### config.mk
export PLATFORM = sky130hd
export DESIGN_NAME = cache2vias_ctrl_flat
export DESIGN_NICKNAME = d
export VERILOG_FILES = /design/src/rtl/cache2vias_if.sv /design/src/rtl/cache2vias_ctrl.sv /design/src/flat_wrapper.sv
export SDC_FILE = /design/constraint.sdc
export NUM_CORES = 1
export LEC_CHECK = 0
export CORE_MARGIN = 2
export CORE_UTILIZATION = 45
export CTS_CLUSTER_DIAMETER = 60
export DETAILED_ROUTE_END_ITERATION = 12
export GPL_ROUTABILITY_DRIVEN = 0
export MAX_ROUTING_LAYER = met4
export PLACE_DENSITY = 0.68
export SYNTH_ARGS = -nofsm -noshare
export SYNTH_HDL_FRONTEND = slang
export SYNTH_SLANG_ARGS = --single-unit
export TNS_END_PERCENT = 100
### constraint.sdc
create_clock -name clock -period 4.35 [get_ports clock]
set_clock_uncertainty 0.1 [all_clocks]
set_input_delay 0.87 -clock clock [delete_from_list [all_inputs] [get_ports clock]]
set_output_delay 0.87 -clock clock [all_outputs]
set_load 0.02 [all_outputs]
### src/rtl/cache2vias_if.sv
// Bus bundle for the 2-way cache controller: CPU request port, data-array control and RAM port.
// The controller takes the slave view; the CPU/array/RAM environment takes the master view.
interface cache2vias_if #(
   parameter int unsigned ADDR_W = 5,
   parameter int unsigned DATA_W = 3
);
   logic              cpu_req;
   logic              cpu_we;
   logic [ADDR_W-1:0] cpu_addr;
   logic [DATA_W-1:0] cpu_wdata;
   logic              cpu_ready;
   logic [DATA_W-1:0] cpu_rdata;

   logic [DATA_W-1:0] data_out;
   logic [2:0]        address_cache;
   logic              hit;
   logic              writecache;
   logic [DATA_W-1:0] dado;

   logic              ram_req;
   logic              ram_we;
   logic [ADDR_W-1:0] ram_addr;
   logic [DATA_W-1:0] ram_wdata;
   logic              ram_ack;

   modport slave (
      input  cpu_req, cpu_we, cpu_addr, cpu_wdata, data_out, ram_ack,
      output cpu_ready, cpu_rdata, address_cache, hit, writecache, dado,
             ram_req, ram_we, ram_addr, ram_wdata
   );

   modport master (
      output cpu_req, cpu_we, cpu_addr, cpu_wdata, data_out, ram_ack,
      input  cpu_ready, cpu_rdata, address_cache, hit, writecache, dado,
             ram_req, ram_we, ram_addr, ram_wdata
   );
endinterface

### src/rtl/cache2vias_ctrl.sv
// 2-way set-associative cache controller: tag/valid/LRU bookkeeping, data-array strobes and a
// write-through, write-allocate RAM port with req/ack handshake.
module cache2vias_ctrl #(
   parameter int unsigned ADDR_W = 5,
   parameter int unsigned DATA_W = 3
) (
   input logic         clock,
   input logic         reset_n,
   cache2vias_if.slave bus
);
   localparam int unsigned TagW = ADDR_W - 2;

   typedef enum logic [2:0] {StIdle, StLookup, StFill, StWriteRam, StDone} state_e;

   state_e                    state_q, state_d;
   logic                      we_q, we_d;
   logic [ADDR_W-1:0]         addr_q, addr_d;
   logic [DATA_W-1:0]         wdata_q, wdata_d;
   logic [DATA_W-1:0]         rdata_q, rdata_d;
   logic                      victim_q, victim_d;
   logic [3:0][1:0]           valid_q, valid_d;
   logic [3:0][1:0][TagW-1:0] tag_q, tag_d;
   logic [3:0]                lru_q, lru_d;

   logic [1:0]      idx;
   logic [TagW-1:0] tag;
   logic            hit0, hit1, hit_way;

   assign idx     = addr_q[1:0];
   assign tag     = addr_q[ADDR_W-1:2];
   assign hit0    = valid_q[idx][0] && (tag_q[idx][0] == tag);
   assign hit1    = valid_q[idx][1] && (tag_q[idx][1] == tag);
   assign hit_way = ~hit0;

   assign bus.cpu_rdata = rdata_q;

   always_comb begin
      state_d  = state_q;
      we_d     = we_q;
      addr_d   = addr_q;
      wdata_d  = wdata_q;
      rdata_d  = rdata_q;
      victim_d = victim_q;
      valid_d  = valid_q;
      tag_d    = tag_q;
      lru_d    = lru_q;

      // Idle array controls: hit must stay high or the array would capture RAM data.
      bus.cpu_ready     = 1'b0;
      bus.hit           = 1'b1;
      bus.writecache    = 1'b0;
      bus.address_cache = 3'b000;
      bus.dado          = '0;
      bus.ram_req       = 1'b0;
      bus.ram_we        = 1'b0;
      bus.ram_addr      = '0;
      bus.ram_wdata     = '0;

      unique case (state_q)
         StIdle: begin
            if (bus.cpu_req) begin
               we_d    = bus.cpu_we;
               addr_d  = bus.cpu_addr;
               wdata_d = bus.cpu_wdata;
               state_d = StLookup;
            end
         end
         StLookup: begin
            if (hit0 || hit1) begin
               bus.address_cache = {hit_way, idx};
               lru_d[idx]        = ~hit_way;
               if (we_q) begin
                  bus.writecache = 1'b1;
                  bus.dado       = wdata_q;
                  state_d        = StWriteRam;
               end else begin
                  rdata_d = bus.data_out;
                  state_d = StDone;
               end
            end else begin
               if (!valid_q[idx][0]) begin
                  victim_d = 1'b0;
               end else if (!valid_q[idx][1]) begin
                  victim_d = 1'b1;
               end else begin
                  victim_d = lru_q[idx];
               end
               state_d = StFill;
            end
         end
         StFill: begin
            bus.ram_req  = 1'b1;
            bus.ram_addr = addr_q;
            if (bus.ram_ack) begin
               // Array latches dado_ram straight from RAM on this edge.
               bus.hit                 = 1'b0;
               bus.address_cache       = {victim_q, idx};
               valid_d[idx][victim_q]  = 1'b1;
               tag_d[idx][victim_q]    = tag;
               lru_d[idx]              = ~victim_q;
               state_d                 = StLookup;
            end
         end
         StWriteRam: begin
            bus.ram_req   = 1'b1;
            bus.ram_we    = 1'b1;
            bus.ram_addr  = addr_q;
            bus.ram_wdata = wdata_q;
            if (bus.ram_ack) begin
               state_d = StDone;
            end
         end
         StDone: begin
            bus.cpu_ready = 1'b1;
            state_d       = StIdle;
         end
         default: state_d = StIdle;
      endcase
   end

   always_ff @(posedge clock or negedge reset_n) begin
      if (!reset_n) begin
         state_q  <= StIdle;
         we_q     <= 1'b0;
         addr_q   <= '0;
         wdata_q  <= '0;
         rdata_q  <= '0;
         victim_q <= 1'b0;
         valid_q  <= '0;
         tag_q    <= '0;
         lru_q    <= '0;
      end else begin
         state_q  <= state_d;
         we_q     <= we_d;
         addr_q   <= addr_d;
         wdata_q  <= wdata_d;
         rdata_q  <= rdata_d;
         victim_q <= victim_d;
         valid_q  <= valid_d;
         tag_q    <= tag_d;
         lru_q    <= lru_d;
      end
   end
endmodule
### src/flat_wrapper.sv
// flat-port wrapper written by rule: the top's interface ports become plain ports
module cache2vias_ctrl_flat 
#(
   parameter int unsigned ADDR_W = 5,
   parameter int unsigned DATA_W = 3
)
  (clock, reset_n, bus_cpu_req, bus_cpu_we, bus_cpu_addr, bus_cpu_wdata, bus_data_out, bus_ram_ack, bus_cpu_ready, bus_cpu_rdata, bus_address_cache, bus_hit, bus_writecache, bus_dado, bus_ram_req, bus_ram_we, bus_ram_addr, bus_ram_wdata);
  cache2vias_if #(.ADDR_W(ADDR_W), .DATA_W(DATA_W)) bus_i ();
  input logic clock;
  input logic reset_n;
  input wire logic [$bits(bus_i.cpu_req)-1:0] bus_cpu_req;
  input wire logic [$bits(bus_i.cpu_we)-1:0] bus_cpu_we;
  input wire logic [$bits(bus_i.cpu_addr)-1:0] bus_cpu_addr;
  input wire logic [$bits(bus_i.cpu_wdata)-1:0] bus_cpu_wdata;
  input wire logic [$bits(bus_i.data_out)-1:0] bus_data_out;
  input wire logic [$bits(bus_i.ram_ack)-1:0] bus_ram_ack;
  output wire logic [$bits(bus_i.cpu_ready)-1:0] bus_cpu_ready;
  output wire logic [$bits(bus_i.cpu_rdata)-1:0] bus_cpu_rdata;
  output wire logic [$bits(bus_i.address_cache)-1:0] bus_address_cache;
  output wire logic [$bits(bus_i.hit)-1:0] bus_hit;
  output wire logic [$bits(bus_i.writecache)-1:0] bus_writecache;
  output wire logic [$bits(bus_i.dado)-1:0] bus_dado;
  output wire logic [$bits(bus_i.ram_req)-1:0] bus_ram_req;
  output wire logic [$bits(bus_i.ram_we)-1:0] bus_ram_we;
  output wire logic [$bits(bus_i.ram_addr)-1:0] bus_ram_addr;
  output wire logic [$bits(bus_i.ram_wdata)-1:0] bus_ram_wdata;
  assign bus_i.cpu_req = bus_cpu_req;
  assign bus_i.cpu_we = bus_cpu_we;
  assign bus_i.cpu_addr = bus_cpu_addr;
  assign bus_i.cpu_wdata = bus_cpu_wdata;
  assign bus_i.data_out = bus_data_out;
  assign bus_i.ram_ack = bus_ram_ack;
  assign bus_cpu_ready = bus_i.cpu_ready;
  assign bus_cpu_rdata = bus_i.cpu_rdata;
  assign bus_address_cache = bus_i.address_cache;
  assign bus_hit = bus_i.hit;
  assign bus_writecache = bus_i.writecache;
  assign bus_dado = bus_i.dado;
  assign bus_ram_req = bus_i.ram_req;
  assign bus_ram_we = bus_i.ram_we;
  assign bus_ram_addr = bus_i.ram_addr;
  assign bus_ram_wdata = bus_i.ram_wdata;
  cache2vias_ctrl #(.ADDR_W(ADDR_W), .DATA_W(DATA_W)) u_core (.clock(clock), .reset_n(reset_n), .bus(bus_i));
endmodule
==> results of run 1 <==
-- metal layers --
layer | up-vias | share of wire, % | track usage [%]
li1 | 765 | - | -
met1 | 799 | 48 | 26.2
met2 | 57 | 46 | 28.7
met3 | 8 | 5.5 | 3.96
met4 | 0 | 0.94 | 5.08
met5 | - | 0 | -
-- cells in the mapped netlist (3+ instances only) --
cell type and instances:
nand2_1 5, mux2_4 3, a21oi_1 5, dfrtp_1 52
mux2_2 33, mux4_2 7, nand2b_1 3, clkbuf_1 9
a211o_1 3, and3_1 7, inv_1 4, xnor2_2 5
and2_1 9, a22oi_1 4, nor2b_1 3, or2_2 7
nor2_1 7, nor3_1 3
-- power by group through the flow --
| stage | registers (mW) | logic (mW) | clock network [mW] |
|---|---|---|---|
| floorplan | 0.842 | 0.908 | 0 |
| global placement | 0.948 | 1.10 | 0 |
| detailed placement | 0.953 | 1.12 | 0 |
| CTS | 0.944 | 1.12 | 0.300 |
| global route | 0.990 | 1.21 | 0.321 |
| finish | 0.942 | 1.11 | 0.290 |
-- how the worst max path moves through the flow --
stage | start | depth (start not counted) | slack, ps | endpoint
3_3_place_gp | u_core.addr_q[0] | 6 | 600 | bus_dado[1]
6_report | u_core.addr_q[0] | 6 | 250 | bus_dado[1]
2_1_floorplan | u_core.addr_q[0] | 6 | 1410 | bus_dado[0]
3_5_place_dp | u_core.addr_q[0] | 6 | 540 | bus_dado[1]
4_1_cts | u_core.addr_q[0] | 6 | 190 | bus_dado[1]
5_1_grt | u_core.addr_q[0] | 6 | 10 | bus_dado[1]
-- state kept, by name, summed over array words and instances (netlist names) --
| signal | cells |
|---|---|
| u_core.tag_q | 24 |
| u_core.state_q | 3 |
| u_core.valid_q | 8 |
| u_core.wdata_q | 3 |
| u_core.addr_q | 5 |
| u_core.bus.cpu_rdata | 3 |
| u_core.victim_q | 1 |
| u_core.we_q | 1 |
| u_core.lru_q | 4 |
-- kinds of logic after synthesis --
logic type                synth area share [%]
AOI/OAI and AO/OA                         6.99
xor gates and xnor gates                  3.81
buffers and inverters                     2.46
DFF                                       50.2
muxes                                     24.6
and+or+nand+nor                           12.0
-- area by class of cell --
class | count | share of cell area [%]
clock buffers | 7 | 3.07
well taps | 72 | 2.87
multi-input cells | 126 | 39.2
flip-flops and latches | 52 | 41.5
repair buffers | 42 | 12.8
inverters | 5 | 0.598
==> results.yml, run 1 <==
outcome:
  status: "completed"
placed_design:
  pre_cts_slack_ps: 544
  place_inst: 297
  dp_hpwl_mm: 3.66
  place_area_um2: 3040
  io_buffers: 37
final_layout:
  multiInputGateArea_um2: 1230
  final_nets: 248
  final_common_cell: "dfrtp_1"
  area_growth_pct: 21.0
  register_area_um2: 1300
  finalNonFillerCells: 304
  drive_above_1_share_pct: 31.9
  finalInstanceArea_um2: 3140
  n_antenna_cell: 0
  fill_cells: 464
  final_cell_mix: "52 x dfrtp_1, 36 x clkdlybuf4s50_1, 33 x mux2_2"
  final_util_pct: 56.6
timing:
  hold_violations: 0
  hold_ws_ps: 368
  slew_viol_final: 0
  setup_violations: 0
  fin_crit_ps: 4100
  setup_ws_ps: 246
  tightest_slew_ps: 897
  period_share_pct: 94.3
  max_freq_mhz: 244
  rsz0062_at_grt: "false"
  setup_tns_ps: 0
  maxSlewHeadroom_pct: 40.0
clocking:
  clk_pin_slew_ps: 80
  htree_levels: 2
  clock_path_buffers: 2
  worstSkewPairLatency_ps: 300
  post_cts_resized: 0
  cts_tree: "yes"
  cts_setup_buffers: 0
  cts_made_buffers: 5
  cts_root_buf: "clkbuf_8"
  cts.sinks: 52
  cts_hold_buf: 0
synthesis:
  yosysSeqAreaShare_pct: 50.2
  synthTopCellsByArea: "dfrtp_1 50%, mux2_2 14%, mux4_2 6.1%"
  synth-async-reset-ratio_pct: 100
  synthCells: 193
  syn_area_per_cell_um2: 13.4
  ys.flop_type: "dfrtp_1"
  synth_top_area_share_pct: 50.2
  synth_nets: 209
  syn_area_um2: 2590
  synth_edf_count: 0
  synth_seq_cells: 52
  yosys_warnings: 0
  synth.lib_cells_used.distinct: 37
  synth_top_area_cell: "dfrtp_1"
global_route:
  grt_max_degree: 34
  grt_pass1_wl_mm: 8.94
  overflow: 0
  grt_antenna_before_repair: 0
  track_usage_pct: 19.0
  first_global_vias: 1702
floorplanning:
  die_h_um: 79.9
  die_area_um2: 6390
  ioPinCount: 38
  coreArea_um2: 5540
  die_x_um: 79.9
  row_count: 27
  start_util_pct: 46.8
power:
  leakagePower_nw: 1.36
  switchingPower_uw: 875
  ir_drop_v: 0.000313
  power_density_nw_per_um2: 747
  power.share.switching_pct: 37.3
  comb_power_share_pct: 47.4
  internal_power_mw: 1.47
  power_frac_clock_pct: 12.4
  power_mw: 2.34
  power.share.sequential_pct: 40.2
detailed_routing:
  ant_nets: 0
  dr.pass1.iters: 4
  avgViaCountPerCell: 5.36
  drt_iter0_markers: 116
  drc_errors: 0
  wl_per_cell_um: 17.2
  routed_wl_mm: 5.21
  vias: 1629
critical_path:
  end_kind: "output pin"
  arrival_ps: 3130
  start_kind: "flip-flop"
  crit_fanout: 9
  r2r_setup_slack_ps: 1710
  path_delay_family: "flip-flops"
  crit_buf_inv: 1
  cp_slowest_cell: "dfrtp_1"
  critPathKind: "reg -> out"
  worst-r2r-cell-count: 5
  cp.required_ps: 3380
  path_cells: "mux4_2 > xnor2_1 > nand4_4 > a21oi_2 > and3_1 > clkdlybuf4s50_1"
  critPathMaxStageDelay_ps: 640
  reg2reg_from: "u_core.addr_q[0]"
  reg2reg_to: "u_core.bus.cpu_rdata[2]"
min_path:
  min_from: "u_core.valid_q[2]"
  hold_class: "reg -> reg"
  min_path_cells: 1
  worstHoldEndpoint: "u_core.valid_q[2]"
job:
  drv_cap: 0
Note: power is estimated with default switching activity, not from simulation.
==> run 2: changes to the inputs <==
Settings changed: CORE_UTILIZATION 45 to 55, PLACE_DENSITY 0.68 to 0.81.
==> results.yml, run 2 (synthesis gave the netlist of run 1 again) <==
floorplanning:
  coreArea_um2: 4440
  row_count: 24
  ioPinCount: 38
  die_h_um: 72.7
  die_area_um2: 5280
  die_x_um: 72.7
  start_util_pct: 58.4
placed_design:
  io_buffers: 37
  dp_hpwl_mm: 3.76
  pre_cts_slack_ps: 502
critical_path:
  cp_slowest_cell: "dfrtp_1"
  arrival_ps: 3140
  crit_fanout: 18
  cp.required_ps: 3380
  r2r_setup_slack_ps: 1730
  end_kind: "output pin"
  path_cells: "mux4_2 > xnor2_1 > nand4_4 > a21oi_2 > and3_1 > clkdlybuf4s50_1"
  path_delay_family: "flip-flops"
  critPathKind: "reg -> out"
  crit_buf_inv: 1
  critPathMaxStageDelay_ps: 770
  start_kind: "flip-flop"
timing:
  period_share_pct: 94.6
  max_freq_mhz: 243
  maxSlewHeadroom_pct: 24.4
  setup_tns_ps: 0
  setup_ws_ps: 237
  setup_violations: 0
  slew_viol_final: 0
  rsz0062_at_grt: "false"
  tightest_slew_ps: 1130
  hold_violations: 0
  fin_crit_ps: 4110
outcome:
  status: "completed"
power:
  ir_drop_v: 0.000348
  power_density_nw_per_um2: 755
  power_frac_clock_pct: 11.9
  power.share.switching_pct: 37.9
  power.share.sequential_pct: 40.8
  internal_power_mw: 1.45
  switchingPower_uw: 886
  leakagePower_nw: 1.35
  comb_power_share_pct: 47.3
clocking:
  cts_hold_buf: 0
  cts_tree: "yes"
  clock_path_buffers: 2
  cts_setup_buffers: 0
  cts_root_buf: "clkbuf_8"
  htree_levels: 2
  clk_pin_slew_ps: 90
  cts.sinks: 52
  worstSkewPairLatency_ps: 300
  cts_made_buffers: 5
global_route:
  overflow: 0
  grt_antenna_before_repair: 0
  first_global_vias: 1778
  grt_max_degree: 53
  track_usage_pct: 23.3
  grt_pass1_wl_mm: 9.05
final_layout:
  multiInputGateArea_um2: 1230
  drive_above_1_share_pct: 32.0
  top_register: "u_core.tag_q"
  register_area_um2: 1300
  reg_top3: "u_core.tag_q (24), u_core.valid_q (8), u_core.addr_q (5)"
  area_growth_pct: 19.3
  final_common_cell: "dfrtp_1"
  largest_reg_flops: 24
  final_cell_mix: "51 x dfrtp_1, 36 x clkdlybuf4s50_1, 33 x mux2_2"
  n_antenna_cell: 0
  final_nets: 246
  fill_cells: 321
detailed_routing:
  dr.pass1.iters: 4
  ant_nets: 0
  vias: 1686
  routed_wl_mm: 5.23
  drt_iter0_markers: 190
  wl_per_cell_um: 18.5
  avgViaCountPerCell: 5.96
  drc_errors: 0
job:
  drv_cap: 0
min_path:
  hold_class: "reg -> reg"
[run 2: cell types whose count changed in the layout (fill, tap and decap cells not counted), sizes merged]
cell and change:
clkbuf -1, clkinv +2, buf -2
[run 2: timing repair]
item	4_1_cts	5_1_grt
endpoints found under the setup margin	0	6
hold endpoints to repair	0	0
resized for setup	0	1
[run 2: worst paths after layout]
check	startpoint	to	cells past startpoint
max	u_core.addr_q[1]	bus_dado[1]	6
max reg2reg	u_core.addr_q[1]	u_core.bus.cpu_rdata[1]	5
min in group asynchronous	reset_n	u_core.lru_q[0]	1
min	u_core.valid_q[3]	u_core.valid_q[3]	1
min reg2reg	u_core.valid_q[3]	u_core.valid_q[3]	1
max in group asynchronous	reset_n	u_core.addr_q[0]	1
[run 2: layout make-up]
cell class	count	area share, %
Sequential cell	52	42.1
Multi-Input combinational cell	126	39.7
Tap cell	52	2.10
Clock inverter	2	0.323
Inverter	5	0.606
Timing Repair Buffer	40	12.5
Clock buffer	6	2.67
[run 2: power groups by stage]
stage | clock network (mW) | registers (mW) | logic (mW)
after floorplan | 0 | 0.842 | 0.908
after global placement | 0 | 0.938 | 1.08
after detailed placement | 0 | 0.962 | 1.11
after CTS | 0.285 | 0.953 | 1.11
after global routing | 0.313 | 0.996 | 1.19
final | 0.279 | 0.952 | 1.11
[run 2: per-stage QoR]
step / util, % / hold WS, ps / instance area, um2 / std cells / power (mW)
6_report: 69.7 / 372 / 3100 / 283 / 2.34
5_1_grt: 69.7 / 395 / 3100 / 283 / 2.50
4_1_cts: 69.6 / 374 / 3090 / 283 / 2.35
3_5_place_dp: 67.5 / 349 / 3000 / 275 / 2.07
3_3_place_gp: 67.5 / 343 / 3000 / 275 / 2.01
2_1_floorplan: - / 326 / 2590 / 193 / 1.75
[run 2: per-layer routing]
metal  routed length [um]  track usage [%]  share of wire [%]
met5                    0                -                  0
met4                   48             8.44               0.92
met3                  286             5.52                5.5
met2                 2600             33.9                 50
met1                 2290             32.2                 44
